$ cat config.mk
export PLATFORM = sky130hd
export DESIGN_NAME = serial_addsub
export DESIGN_NICKNAME = d
export VERILOG_FILES = /design/src/rtl/serial_addsub_pkg.sv /design/src/rtl/addsub_digit.sv /design/src/rtl/serial_addsub.sv
export SDC_FILE = /design/constraint.sdc
export NUM_CORES = 1
export LEC_CHECK = 0
export CAP_MARGIN = 20
export CORE_MARGIN = 2
export CORE_UTILIZATION = 35
export DETAILED_ROUTE_END_ITERATION = 10
export HOLD_SLACK_MARGIN = 0.06
export RECOVER_POWER = 50
export SETUP_SLACK_MARGIN = 0.05
export SYNTH_ARGS = -nofsm -noshare
export SYNTH_HDL_FRONTEND = slang
export SYNTH_SLANG_ARGS = --single-unit
$ cat constraint.sdc
create_clock -name clk -period 2.53 [get_ports clk]
set_input_delay 0.6325 -clock clk [delete_from_list [all_inputs] [get_ports clk]]
set_output_delay 0.6325 -clock clk [all_outputs]
set_load 0.1 [all_outputs]
$ cat src/rtl/serial_addsub_pkg.sv
// Shared types and parameter helpers for the digit-serial adder/subtractor.
// The top level and its ripple slice both import this package.
package serial_addsub_pkg;

  typedef enum logic [1:0] {
    ST_IDLE,
    ST_RUN,
    ST_DONE
  } state_e;

  // Number of digits (RUN cycles) for a given operand width and digit size.
  function automatic int calc_ndig(input int width, input int digit);
    return width / digit;
  endfunction

  function automatic bit params_ok(input int width, input int digit);
    return (width >= 2) && (digit >= 1) && ((width % digit) == 0);
  endfunction

endpackage

$ cat src/rtl/addsub_digit.sv
// Combinational DIGIT-bit ripple slice chained from full-adder cells.
// c_msb is the carry into the slice's top bit, used for overflow detection.
module addsub_digit #(
  parameter int DIGIT = 1
) (
  input  logic [DIGIT-1:0] a_d,
  input  logic [DIGIT-1:0] b_d,
  input  logic             ci,
  output logic [DIGIT-1:0] s_d,
  output logic             co,
  output logic             c_msb
);

  logic [DIGIT:0] c;

  // NOTE: every variable written here gets a default first, so no path
  // through the block leaves a value to be remembered (no latch).
  always_comb begin
    c    = '0;
    s_d  = '0;
    c[0] = ci;
    for (int i = 0; i < DIGIT; i++) begin
      s_d[i]   = a_d[i] ^ b_d[i] ^ c[i];
      c[i + 1] = (a_d[i] & b_d[i]) | (c[i] & (a_d[i] ^ b_d[i]));
    end
  end

  assign co    = c[DIGIT];
  assign c_msb = c[DIGIT-1];

endmodule

$ cat src/rtl/serial_addsub.sv
// Digit-serial WIDTH-bit adder/subtractor, DIGIT bits per clock, with
// valid/ready handshakes on the operand and result sides.
module serial_addsub
  import serial_addsub_pkg::*;
#(
  parameter int WIDTH = 8,
  parameter int DIGIT = 1
) (
  input  logic             clk,
  input  logic             rst,
  input  logic             in_valid,
  output logic             in_ready,
  input  logic [WIDTH-1:0] a,
  input  logic [WIDTH-1:0] b,
  input  logic             cin,
  input  logic             sub,
  output logic             out_valid,
  input  logic             out_ready,
  output logic [WIDTH-1:0] s,
  output logic             cout,
  output logic             ovf
);

  localparam int NDIG  = calc_ndig(WIDTH, DIGIT);
  localparam int CNT_W = (NDIG > 1) ? $clog2(NDIG) : 1;
  localparam logic [CNT_W-1:0] LAST_DIG = CNT_W'(NDIG - 1);

  if (!params_ok(WIDTH, DIGIT)) begin : g_param_check
    $error("serial_addsub: WIDTH must be >= 2 and a multiple of DIGIT");
  end

  state_e             state_q, state_d;
  logic [CNT_W-1:0]   cnt_q, cnt_d;
  logic [WIDTH-1:0]   opa_q, opa_d;
  logic [WIDTH-1:0]   opb_q, opb_d;
  logic [WIDTH-1:0]   s_q, s_d;
  logic               carry_q, carry_d;
  logic               cout_q, cout_d;
  logic               ovf_q, ovf_d;

  logic [DIGIT-1:0]       dig_s;
  logic                   dig_co;
  logic                   dig_cmsb;
  logic [WIDTH+DIGIT-1:0] s_shift;

  addsub_digit #(.DIGIT(DIGIT)) u_digit (
    .a_d   (opa_q[DIGIT-1:0]),
    .b_d   (opb_q[DIGIT-1:0]),
    .ci    (carry_q),
    .s_d   (dig_s),
    .co    (dig_co),
    .c_msb (dig_cmsb)
  );

  // New digit enters at the MSB end; written as a wide shift so DIGIT == WIDTH works.
  assign s_shift = {dig_s, s_q} >> DIGIT;

  always_comb begin
    state_d = state_q;
    cnt_d   = cnt_q;
    opa_d   = opa_q;
    opb_d   = opb_q;
    s_d     = s_q;
    carry_d = carry_q;
    cout_d  = cout_q;
    ovf_d   = ovf_q;
    unique case (state_q)
      ST_IDLE: begin
        if (in_valid) begin
          opa_d   = a;
          opb_d   = sub ? ~b : b;
          carry_d = cin ^ sub;
          cnt_d   = '0;
          state_d = ST_RUN;
        end
      end
      ST_RUN: begin
        opa_d   = opa_q >> DIGIT;
        opb_d   = opb_q >> DIGIT;
        s_d     = s_shift[WIDTH-1:0];
        carry_d = dig_co;
        cnt_d   = cnt_q + 1'b1;
        if (cnt_q == LAST_DIG) begin
          cout_d  = dig_co;
          ovf_d   = dig_cmsb ^ dig_co;
          state_d = ST_DONE;
        end
      end
      ST_DONE: begin
        if (out_ready) state_d = ST_IDLE;
      end
      default: state_d = ST_IDLE;
    endcase
  end

  // NOTE: state registers use non-blocking assignments so every flop samples
  // pre-edge values regardless of statement order.
  always_ff @(posedge clk or posedge rst) begin
    if (rst) begin
      state_q <= ST_IDLE;
      cnt_q   <= '0;
      opa_q   <= '0;
      opb_q   <= '0;
      s_q     <= '0;
      carry_q <= 1'b0;
      cout_q  <= 1'b0;
      ovf_q   <= 1'b0;
    end else begin
      state_q <= state_d;
      cnt_q   <= cnt_d;
      opa_q   <= opa_d;
      opb_q   <= opb_d;
      s_q     <= s_d;
      carry_q <= carry_d;
      cout_q  <= cout_d;
      ovf_q   <= ovf_d;
    end
  end

  assign in_ready  = (state_q == ST_IDLE);
  assign out_valid = (state_q == ST_DONE);
  assign s         = s_q;
  assign cout      = cout_q;
  assign ovf       = ovf_q;

endmodule

---- Yosys cells after proc, flatten, opt, wreduce, memory -nomap -nowiden ----
Index checks and enable logic that the tools add are counted.
word-level totals
  register bits after elaboration ......... 32
  bits in latches ......................... 0
  memory bits (writable) .................. 0
  ROM bits ................................ 0
  logic and storage cells ................. 41
  memories kept ........................... 0
operators by class
  $add $sub $neg .......................... 1
  multiply operators ...................... 0
  divide/modulo/power cells ............... 0
  order comparisons ....................... 0
  equal/unequal tests ..................... 6
  shift operators ......................... 0
  multiplexer cells ....................... 13
  bitwise operators ....................... 8
  reduce and logical (&&, ||, !) cells .... 5
operator list
  cell                                                   number
  one-hot mux 8 bit (2 select lines)                     2
  2-to-1 mux 8 bit                                       3
  inverter 8 bit                                         1
  2-to-1 mux 2 bit                                       3
  one-hot mux 2 bit (3 select lines)                     1
  one-hot mux 3 bit (2 select lines)                     1
  inequality test 2 bit, second input constant           2
  AND reduction 2 bit                                    2
  bitwise XOR 1 bit                                      4
  adder 3 x 1 -> 3 bit, second input constant            1
  == test 3 bit, second input constant                   1
  2-to-1 mux 3 bit                                       1
  AND reduction 3 bit                                    1
  AND 1 bit                                              2
  == test 2 x 1 -> 1 bit, second input constant          1
  == test 2 bit, second input constant                   1
  logical NOT 2 bit                                      1
  inequality test 2 x 1 -> 1 bit, second input constant  1
  one-hot mux 1 bit (2 select lines)                     1
  nonzero test 2 bit                                     1
  2-to-1 mux 1 bit                                       1
  bitwise OR 1 bit                                       1

---- Longest topological paths before layout ----
Gate-level depths: netlist of run 1.
  depth after elaboration ................. 4
  mapped depth ............................ 5
  mapped depth without buffers ............ 5

---- By module ----
Synthesis of run 1 repeated with hierarchy kept, for this count alone.
unflattened totals
  cell total of the unflattened synthesis .. 139
  area total of the unflattened synthesis .. 1,566.5 um2
modules (own cells, without submodules)
  module         instances  cells each  area each (um2)  seq. area each (um2)
  serial_addsub  1          137         1,539.0          800.8
  addsub_digit   1          2           27.5             0.0

---- Least setup slack after synthesis of run 1 ----
No wires, ideal clock.
  path kind ............................... reg2out
  start point ............................. register state_q[1]
  end point ............................... output in_ready
  arrival time ............................ 1.872 ns
  slack ................................... 0.026 ns
  stages on the path, launching flop included .. 3
  buffers on the path ..................... 1
  cell sequence ........................... dfrtp_1 > clkbuf_1 > nor2_1
on the way
  word-level cells in the longest chain between the ends .. 1
RTL lines
  what                    RTL line              text
  start, declared         serial_addsub.sv:32   state_e state_q, state_d;
  start signal, assigned  serial_addsub.sv:109  state_q <= state_d;
  logical NOT 2 bit       serial_addsub.sv:120  assign in_ready = (state_q == ST_IDLE);
  end, declared           serial_addsub.sv:12   output logic in_ready,
No other way between the ends.

---- Worst setup path in the final report of run 1 ----
  start point ............................. register ovf_q, in the netlist ovf
  end point ............................... output ovf
RTL lines
  what                    RTL line              text
  start, declared         serial_addsub.sv:39   logic ovf_q, ovf_d;
  start signal, assigned  serial_addsub.sv:116  ovf_q <= ovf_d;
  end, declared           serial_addsub.sv:21   output logic ovf
No word-level cell between the ends.

==> flow_metrics.tcl, run 1 <==
set metrics [dict create \
    cp.depth 1 \
    critPathRequiredTime_ns 1.90 \
    synthesis.area_sq_um 1600 \
    hold_violations 0 \
    grt_pass1_wl_um 5780 \
    irDropWorstVdd_mv 0.632 \
    wl_um 3290 \
    post-cts-setup-buffers 0 \
    cts.sinks 32 \
    first_pass_iters 4 \
    die_y_um 71.5 \
    run_status "finished, final reports clean" \
    yosys_most_used_dff "dfrtp_1" \
    dp_cells 224 \
    synth.top_cells.by_area "dfrtp_1, mux2_2, a221o_1" \
    synthToLayoutAreaGrowth_pct 31.2 \
    p_sw_w 0.00128 \
    cts_tree "done" \
    ff2ff_path_depth 3 \
    synth_fa_ha_area_frac 0.0282 \
    path_max_fanout 2 \
    swShare 0.456 \
    syn_avg_cell_area_sq_um 11.2 \
    worstMarginPinSlew_ns 1.18 \
    crit_type "reg2out" \
    cp-end-kind "primary output" \
    report.final.slew_viol_count 0 \
    port_buffers 33 \
    ctsRootBufferMaster "clkbuf_8" \
    path_clk_slew_ns 0.07 \
    fmax_mhz 465 \
    synth_nets 168 \
    min_period_ns 2.15 \
    r2r_start "state_q[1]" \
    multi_input_area_sq_um 697 \
    postLayoutCoreUtil 0.478 \
    synth_common_cells "dfrtp_1, inv_1, mux2_2, nor2b_1, o21ai_0" \
    min_path_type "reg2reg" \
    seqPwrFrac 0.320 \
    htreeDepth 2 \
    worst-path-buf-inv 1 \
    first_global_vias 1250 \
    p_clk_frac 0.190 \
    yosys.area_share.simple 0.0643 \
    cts_buffer_depth 2 \
    cts_resized 0 \
    core_sq_um 4380 \
    ys_seq_area_frac 0.502 \
    cp.arrival_ns 1.52 \
    die_area_sq_um 5120 \
    antenna_cells 0 \
    ys_ff_latch 32 \
    start_kind "flop" \
    crit_family "buffers and inverters" \
    synth_xor_area_frac 0.0549 \
    rows 24 \
    grt_max_degree 33 \
    cts_buffers 5 \
    place.gp.congestion 0.787 \
    yosys_warnings 0 \
    final_cell_count_no_fill 232 \
    vias 1203 \
    combPwrFrac 0.491 \
    yosysMostFrequentCell "dfrtp_1" \
    initial_core_util 0.364 \
    synthMuxAreaShare 0.0839 \
    netlist_instances 143 \
    layout-drive-gt1-share 0.200 \
    drt_iter0_markers 93 \
    tns_ns 0 \
    ys_async_sr_fraction 1.00 \
    grt.overflow.total 0 \
    hold_start "cnt_q[1]" \
    wl_per_cell_um 14.2 \
    finalSetupViolations 0 \
    slowest_delay_ns 0.87 \
    path_cells "clkbuf_1" \
    viasPerCell 5.19 \
    nets 204 \
    seqCellArea_sq_um 801 \
    antenna_found_initial 0 \
    powerDensity_nw_per_um2 1340 \
    rsz0062_at_grt "false" \
    ys_types 24 \
    critPathLaunch "ovf" \
    slew_headroom 0.217 \
    min_path_cells 1 \
    dpl.hpwl_um 2430 \
    p_int_w 0.00153 \
    final_antenna_net_count 0 \
    period_share 0.850 \
    fillers 412 \
    insertion_delay_ns 0.28 \
    maxCapViolCount 0 \
    clock_skew_ns 0.00225 \
    cts_hold_buffers 0 \
    cp_slowest_cell "clkbuf_1" \
    grt_usage 0.146 \
    synth_top_area_cell "dfrtp_1" \
    leakagePower_nw 0.905 \
    synth_top_area_share 0.502 \
    drc 0 \
    pin_count 34 \
    synth_compound_area_frac 0.202 \
    die_x_um 71.5 \
    synth_top_family_by_area "compound AO/OA/AOI/OAI gates" \
    synth-edff-count 0 \
]
## final timing paths
path                            end  slack [ns]
max                             ovf        0.38
min                        cnt_q[1]        0.51
max reg2reg                    s[7]        0.70
min reg2reg                cnt_q[1]        0.51
max in group asynchronous      s[0]        1.03
min in group asynchronous  opa_q[3]        1.01
## cells by family (layout without fill, tap and decap cells)
family          count (synthesis)  in the layout
simple gates                   18             18
compound gates                 45             45
xor+xnor                       10             10
fa+ha+maj                       3              3
mux                            12             12
buf+inv                        23             60
flops                          32             32
## layer usage
metal / wire length, um / vias to the layer above / track usage
li1: - / 586 / -
met1: 1440 / 582 / 0.181
met2: 1630 / 28 / 0.231
met3: 144 / 7 / 0.0408
met4: 80 / 0 / 0.0776
met5: 0 / - / 0
## stage by stage
step / setup slack, ns / total power (W) / instance area, sq um / hold WS [ns]
6_report: 0.379 / 0.00281 / 2090 / 0.507
5_1_grt: 0.317 / 0.00298 / 2090 / 0.539
4_1_cts: 0.415 / 0.00288 / 2120 / 0.511
3_5_place_dp: 0.428 / 0.00233 / 1990 / 0.487
3_3_place_gp: 0.472 / 0.00230 / 1990 / 0.490
2_1_floorplan: 0.485 / 0.00199 / 1600 / 0.465
## sequential cells by signal, indices dropped and copies added (netlist names)
signal   count
carry_q      1
cnt_q        3
cout         1
opa_q        8
opb_q        8
ovf          1
s            8
state_q      2
## layout make-up
cell class                      instances  area share
Multi-Input combinational cell         88       0.333
Sequential cell                        32       0.382
Timing Repair Buffer                   41       0.174
Clock buffer                            7      0.0460
Clock inverter                          1      0.0143
Inverter                               11      0.0197
Tap cell                               52      0.0311
## power groups by stage
stage          Clock [W]  Combinational (W)  Sequential, W
2_1_floorplan          0           0.000605        0.00139
3_3_place_gp           0            0.00140       0.000899
3_5_place_dp           0            0.00142       0.000911
4_1_cts         0.000548            0.00143       0.000901
5_1_grt         0.000576            0.00147       0.000933
6_report        0.000532            0.00138       0.000898
## placed cells by master (no fill, tap or decap), drive strengths merged
cell / n
ha: 2
a221o: 8
nand2: 3
xor2: 2
clkdlybuf4s50: 19
mux2: 11
a21oi: 9
fa: 1
nor2b: 11
xnor2: 8
or3b: 1
bufinv: 1
a22o: 2
o21ai: 10
clkbuf: 13
mux2i: 1
nand2b: 1
o21bai: 1
dfrtp: 32
inv: 11
a22oi: 7
nor2: 2
o32ai: 8
dlygate4sd3: 2
buf: 14
Note: power is estimated with default switching activity, not from simulation.
==> run 2, diff against run 1 <==
--- a/config.mk
+++ b/config.mk
@@ -7,9 +7,10 @@
 export LEC_CHECK = 0
 export CAP_MARGIN = 20
 export CORE_MARGIN = 2
-export CORE_UTILIZATION = 35
+export CORE_UTILIZATION = 45
 export DETAILED_ROUTE_END_ITERATION = 10
 export HOLD_SLACK_MARGIN = 0.06
+export PLACE_DENSITY = 0.72
 export RECOVER_POWER = 50
 export SETUP_SLACK_MARGIN = 0.05
 export SYNTH_ARGS = -nofsm -noshare
==> constraint.sdc (replaced) <==
create_clock -name clk -period 2.1 [get_ports clk]
set_input_delay 0.525 -clock clk [delete_from_list [all_inputs] [get_ports clk]]
set_output_delay 0.525 -clock clk [all_outputs]
set_load 0.1 [all_outputs]
==> flow_metrics.tcl, run 2 (synthesis results as in run 1) <==
set metrics [dict create \
    path_max_fanout 14 \
    insertion_delay_ns 0.33 \
    report.final.slew_viol_count 0 \
    vias 1251 \
    rsz0062_at_grt "false" \
    die_y_um 63.6 \
    cts_hold_buffers 0 \
    seqPwrFrac 0.343 \
    period_share 0.923 \
    layout-drive-gt1-share 0.227 \
    pin_count 34 \
    postLayoutCoreUtil 0.607 \
    grt_usage 0.192 \
    grt.overflow.total 0 \
    first_global_vias 1335 \
    initial_core_util 0.475 \
    drt_iter0_markers 39 \
    dpl.hpwl_um 2440 \
    tns_ns 0 \
    p_clk_frac 0.117 \
    design_area_sq_um 2040 \
    place.gp.congestion 0.794 \
    use_met2 0.308 \
    drc 0 \
    grt_pass1_wl_um 6100 \
    layout_commonest_cell "dfrtp_1" \
    start_kind "flop" \
    rows 21 \
    combPwrFrac 0.540 \
    first_pass_iters 4 \
    p_sw_w 0.00156 \
    critPathRequiredTime_ns 1.57 \
    finalSetupViolations 0 \
    powerDensity_nw_per_um2 1550 \
    worst_hold_slack_ns 0.519 \
    min_path_type "reg2reg" \
    min_period_ns 1.94 \
    run_status "finished, final reports clean" \
    worstMarginPinSlew_ns 0.787 \
    hold_violations 0 \
    nets 205 \
    port_buffers 33 \
    viasPerCell 5.51 \
    wl_per_cell_um 15.5 \
    maxCapViolCount 0 \
    ctsRootBufferMaster "clkbuf_4" \
    cp-end-kind "primary output" \
    path_clk_slew_ns 0.10 \
    clock_skew_ns 0.0107 \
    cts.sinks 32 \
    cts_buffer_depth 2 \
    die_x_um 63.6 \
    leakagePower_nw 0.894 \
    cts_tree "done" \
    final_antenna_net_count 0 \
    synthToLayoutAreaGrowth_pct 27.9 \
    p_int_w 0.00161 \
    crit_type "reg2out" \
    antenna_found_initial 0 \
    irDropWorstVdd_mv 0.719 \
    fin_ws_ns 0.162 \
    fmax_mhz 516 \
    globalRoute.busiestLayer "met2" \
    core_sq_um 3360 \
    swShare 0.491 \
    cts_buffers 5 \
    die_area_sq_um 4040 \
    grt_max_degree 33 \
    gr-usage-met3 0.0357 \
    antenna_cells 0 \
    htreeDepth 2 \
    place_ws_ns 0.166 \
    cp.arrival_ns 1.41 \
    grtUsageMet1 0.256 \
    slew_headroom 0.475 \
    place_area_sq_um 1990 \
    mostFrequentLayoutCells "dfrtp_1, clkdlybuf4s50_1, buf_4" \
    wl_um 3510 \
]
## run 2: per-layer routing
layer  vias to the layer above  routed length, um
met4                         0                 61
met2                        30               1770
met5                         -                  0
met1                       627               1560
li1                        587                  -
met3                         7                116
## run 2: final timing paths
path | startpoint | end | slack (ns) | cells past startpoint
worst max-delay path | state_q[1] | in_ready | 0.16 | 3
worst min-delay path | ovf | ovf | 0.52 | 1
worst max register to register | state_q[0] | opa_q[3] | 0.27 | 5
worst min register to register | ovf | ovf | 0.52 | 1
max in group asynchronous | rst | state_q[1] | 0.71 | 3
min in group asynchronous | rst | s[3] | 0.85 | 3
## run 2: through the flow
| stage | total power (W) | instances |
|---|---|---|
| 5_1_grt | 0.00337 | 227 |
| 6_report | 0.00317 | 227 |
| 2_1_floorplan | 0.00240 | 143 |
| 3_3_place_gp | 0.00277 | 219 |
| 3_5_place_dp | 0.00283 | 219 |
| 4_1_cts | 0.00321 | 227 |
## run 2: power by group through the flow
stage                     Combinational (W)  Clock (W)  Sequential (W)
final                               0.00171   0.000371         0.00109
after global routing                0.00183   0.000411         0.00113
after CTS                           0.00174   0.000382         0.00108
after detailed placement            0.00173          0         0.00110
after global placement              0.00169          0         0.00108
after floorplan                    0.000728          0         0.00167
## run 2: timing repair
action	CTS	global route
setup endpoints to repair	0	2
hold endpoints to repair	0	0
buffers inserted	0	0
gates resized for setup	0	1
## run 2: critical path, stage by stage, from the launching register on
cell     delay (ns)
dfrtp_2        0.53
buf_4          0.22
nor2_2         0.14
buf_12         0.19
## run 2: area by class of cell
class | instances | area (sq um)
clock inverters | 2 | 10.0
clock buffers | 6 | 51.3
flip-flops and latches | 32 | 802
fillers | 290 | 1320
inverters | 11 | 41.3
repair buffers | 42 | 383
well taps | 46 | 57.6
multi-input cells | 88 | 697
==> run 3, diff against run 2 <==
--- a/config.mk
+++ b/config.mk
@@ -8,6 +8,7 @@
 export CAP_MARGIN = 20
 export CORE_MARGIN = 2
 export CORE_UTILIZATION = 45
+export CTS_CLUSTER_SIZE = 25
 export DETAILED_ROUTE_END_ITERATION = 10
 export HOLD_SLACK_MARGIN = 0.06
 export PLACE_DENSITY = 0.72
==> constraint.sdc (replaced) <==
create_clock -name clk -period 2.2 [get_ports clk]
set_input_delay 0.55 -clock clk [delete_from_list [all_inputs] [get_ports clk]]
set_output_delay 0.55 -clock clk [all_outputs]
set_load 0.1 [all_outputs]
==> flow_metrics.tcl, run 3 (synthesis results as in run 1) <==
set metrics [dict create \
    min_path_type "reg2reg" \
    first_global_vias 1293 \
    period_share 0.892 \
    die_area_sq_um 4040 \
    die_x_um 63.6 \
    grt_pass1_wl_um 5930 \
    cp-end-kind "primary output" \
    layout_commonest_cell "dfrtp_1" \
    place.gp.congestion 0.735 \
    htreeDepth 2 \
    tns_ns 0 \
    hold_start "cout" \
    cts_hold_buffers 0 \
    drt_iter0_markers 60 \
    rsz0062_at_grt "false" \
    critPathRequiredTime_ns 1.65 \
    min_path_cells 1 \
    powerDensity_nw_per_um2 1490 \
    hold_violations 0 \
    leakagePower_nw 0.882 \
    ctsRootBufferMaster "clkbuf_4" \
    ff2ff_path_depth 4 \
    rows 21 \
    maxCapViolCount 0 \
    port_buffers 33 \
    drc 0 \
    viasPerCell 5.52 \
    worstMarginPinSlew_ns 0.793 \
    r2r-end "ovf" \
    r2r_slack_ns 0.27 \
    crit_type "reg2out" \
    grt.overflow.total 0 \
    synthToLayoutAreaGrowth_pct 26.4 \
    cts_buffers 5 \
    cts_buffer_depth 2 \
    finalSetupViolations 0 \
    path_clk_slew_ns 0.10 \
    run_status "finished, final reports clean" \
    start_kind "flop" \
    cts.sinks 32 \
    layout-drive-gt1-share 0.219 \
    vias 1236 \
    dpl.hpwl_um 2340 \
    cts_tree "done" \
    pin_count 34 \
    r2r_start "state_q[0]" \
    multi_input_area_sq_um 697 \
    clock_skew_ns 0.00865 \
    final_antenna_net_count 0 \
    min_period_ns 1.96 \
    irDropWorstVdd_mv 0.820 \
    slew_headroom 0.471 \
    fillers 322 \
    cp.arrival_ns 1.41 \
    grt_usage 0.189 \
    initial_core_util 0.475 \
    antenna_found_initial 0 \
    antenna_cells 0 \
    postLayoutCoreUtil 0.600 \
    seqCellArea_sq_um 802 \
    wl_um 3430 \
    die_y_um 63.6 \
    mostFrequentLayoutCells "dfrtp_1, clkdlybuf4s50_1, buf_4" \
    grt_max_degree 33 \
    first_pass_iters 5 \
    fmax_mhz 509 \
    min_to "cout" \
    path_max_fanout 15 \
    wl_per_cell_um 15.3 \
    insertion_delay_ns 0.34 \
    report.final.slew_viol_count 0 \
    core_sq_um 3360 \
    nets 202 \
]
[run 3: cell count changes in the layout (fill, tap and decap cells not counted)]
cell      delta
buf_4        -4
clkbuf_1     -1
clkbuf_2     +2
[run 3: power by group]
group	switching [W]	internal, W
Clock	0.000212	0.000152
Combinational	0.00107	0.000545
Sequential	0.000204	0.000827
Total	0.00149	0.00152
[run 3: per-stage QoR]
stage	instance area [sq um]	setup WS, ns	total power [W]	cells	hold WS, ns
6_report	2020	0.237	0.00301	224	0.512
5_1_grt	2020	0.118	0.00318	224	0.540
4_1_cts	2030	0.0997	0.00305	224	0.518
3_3_place_gp	1970	0.208	0.00262	216	0.484
2_1_floorplan	1600	0.237	0.00229	143	0.465
3_5_place_dp	1970	0.176	0.00268	216	0.491
[run 3: per-layer routing]
metal  routed length, um  GRT usage
met5                   0          0
met4                  38     0.0571
met3                 175     0.0643
met2                1720      0.320
met1                1500      0.227
[run 3: area by class of cell]
cell class	count	area share
Tap cell	46	0.0285
Multi-Input combinational cell	88	0.345
Sequential cell	32	0.397
Clock buffer	6	0.0254
Inverter	11	0.0205
Clock inverter	2	0.00496
Timing Repair Buffer	39	0.178
[run 3: what timing repair did]
action | in CTS | in global routing
resized for setup | 0 | 1
setup endpoints to repair | 0 | 1
buffers inserted | 0 | 0
[run 3: critical path: stages (launching register included)]
cell	delay, ns
dfrtp_2	0.53
buf_4	0.22
nor2_2	0.13
buf_12	0.19
[run 3: how the worst max path moves through the flow]
| stage | startpoint | end | slack, ns | cells past startpoint |
|---|---|---|---|---|
| global route | state_q[0] | opb_q[4] | 0.12 | 4 |
| global placement | sub | opb_q[4] | 0.21 | 4 |
| CTS | state_q[1] | in_ready | 0.1 | 3 |
| detailed placement | sub | opb_q[4] | 0.18 | 4 |
| floorplan | state_q[1] | in_ready | 0.24 | 2 |
| finish | state_q[1] | in_ready | 0.24 | 3 |
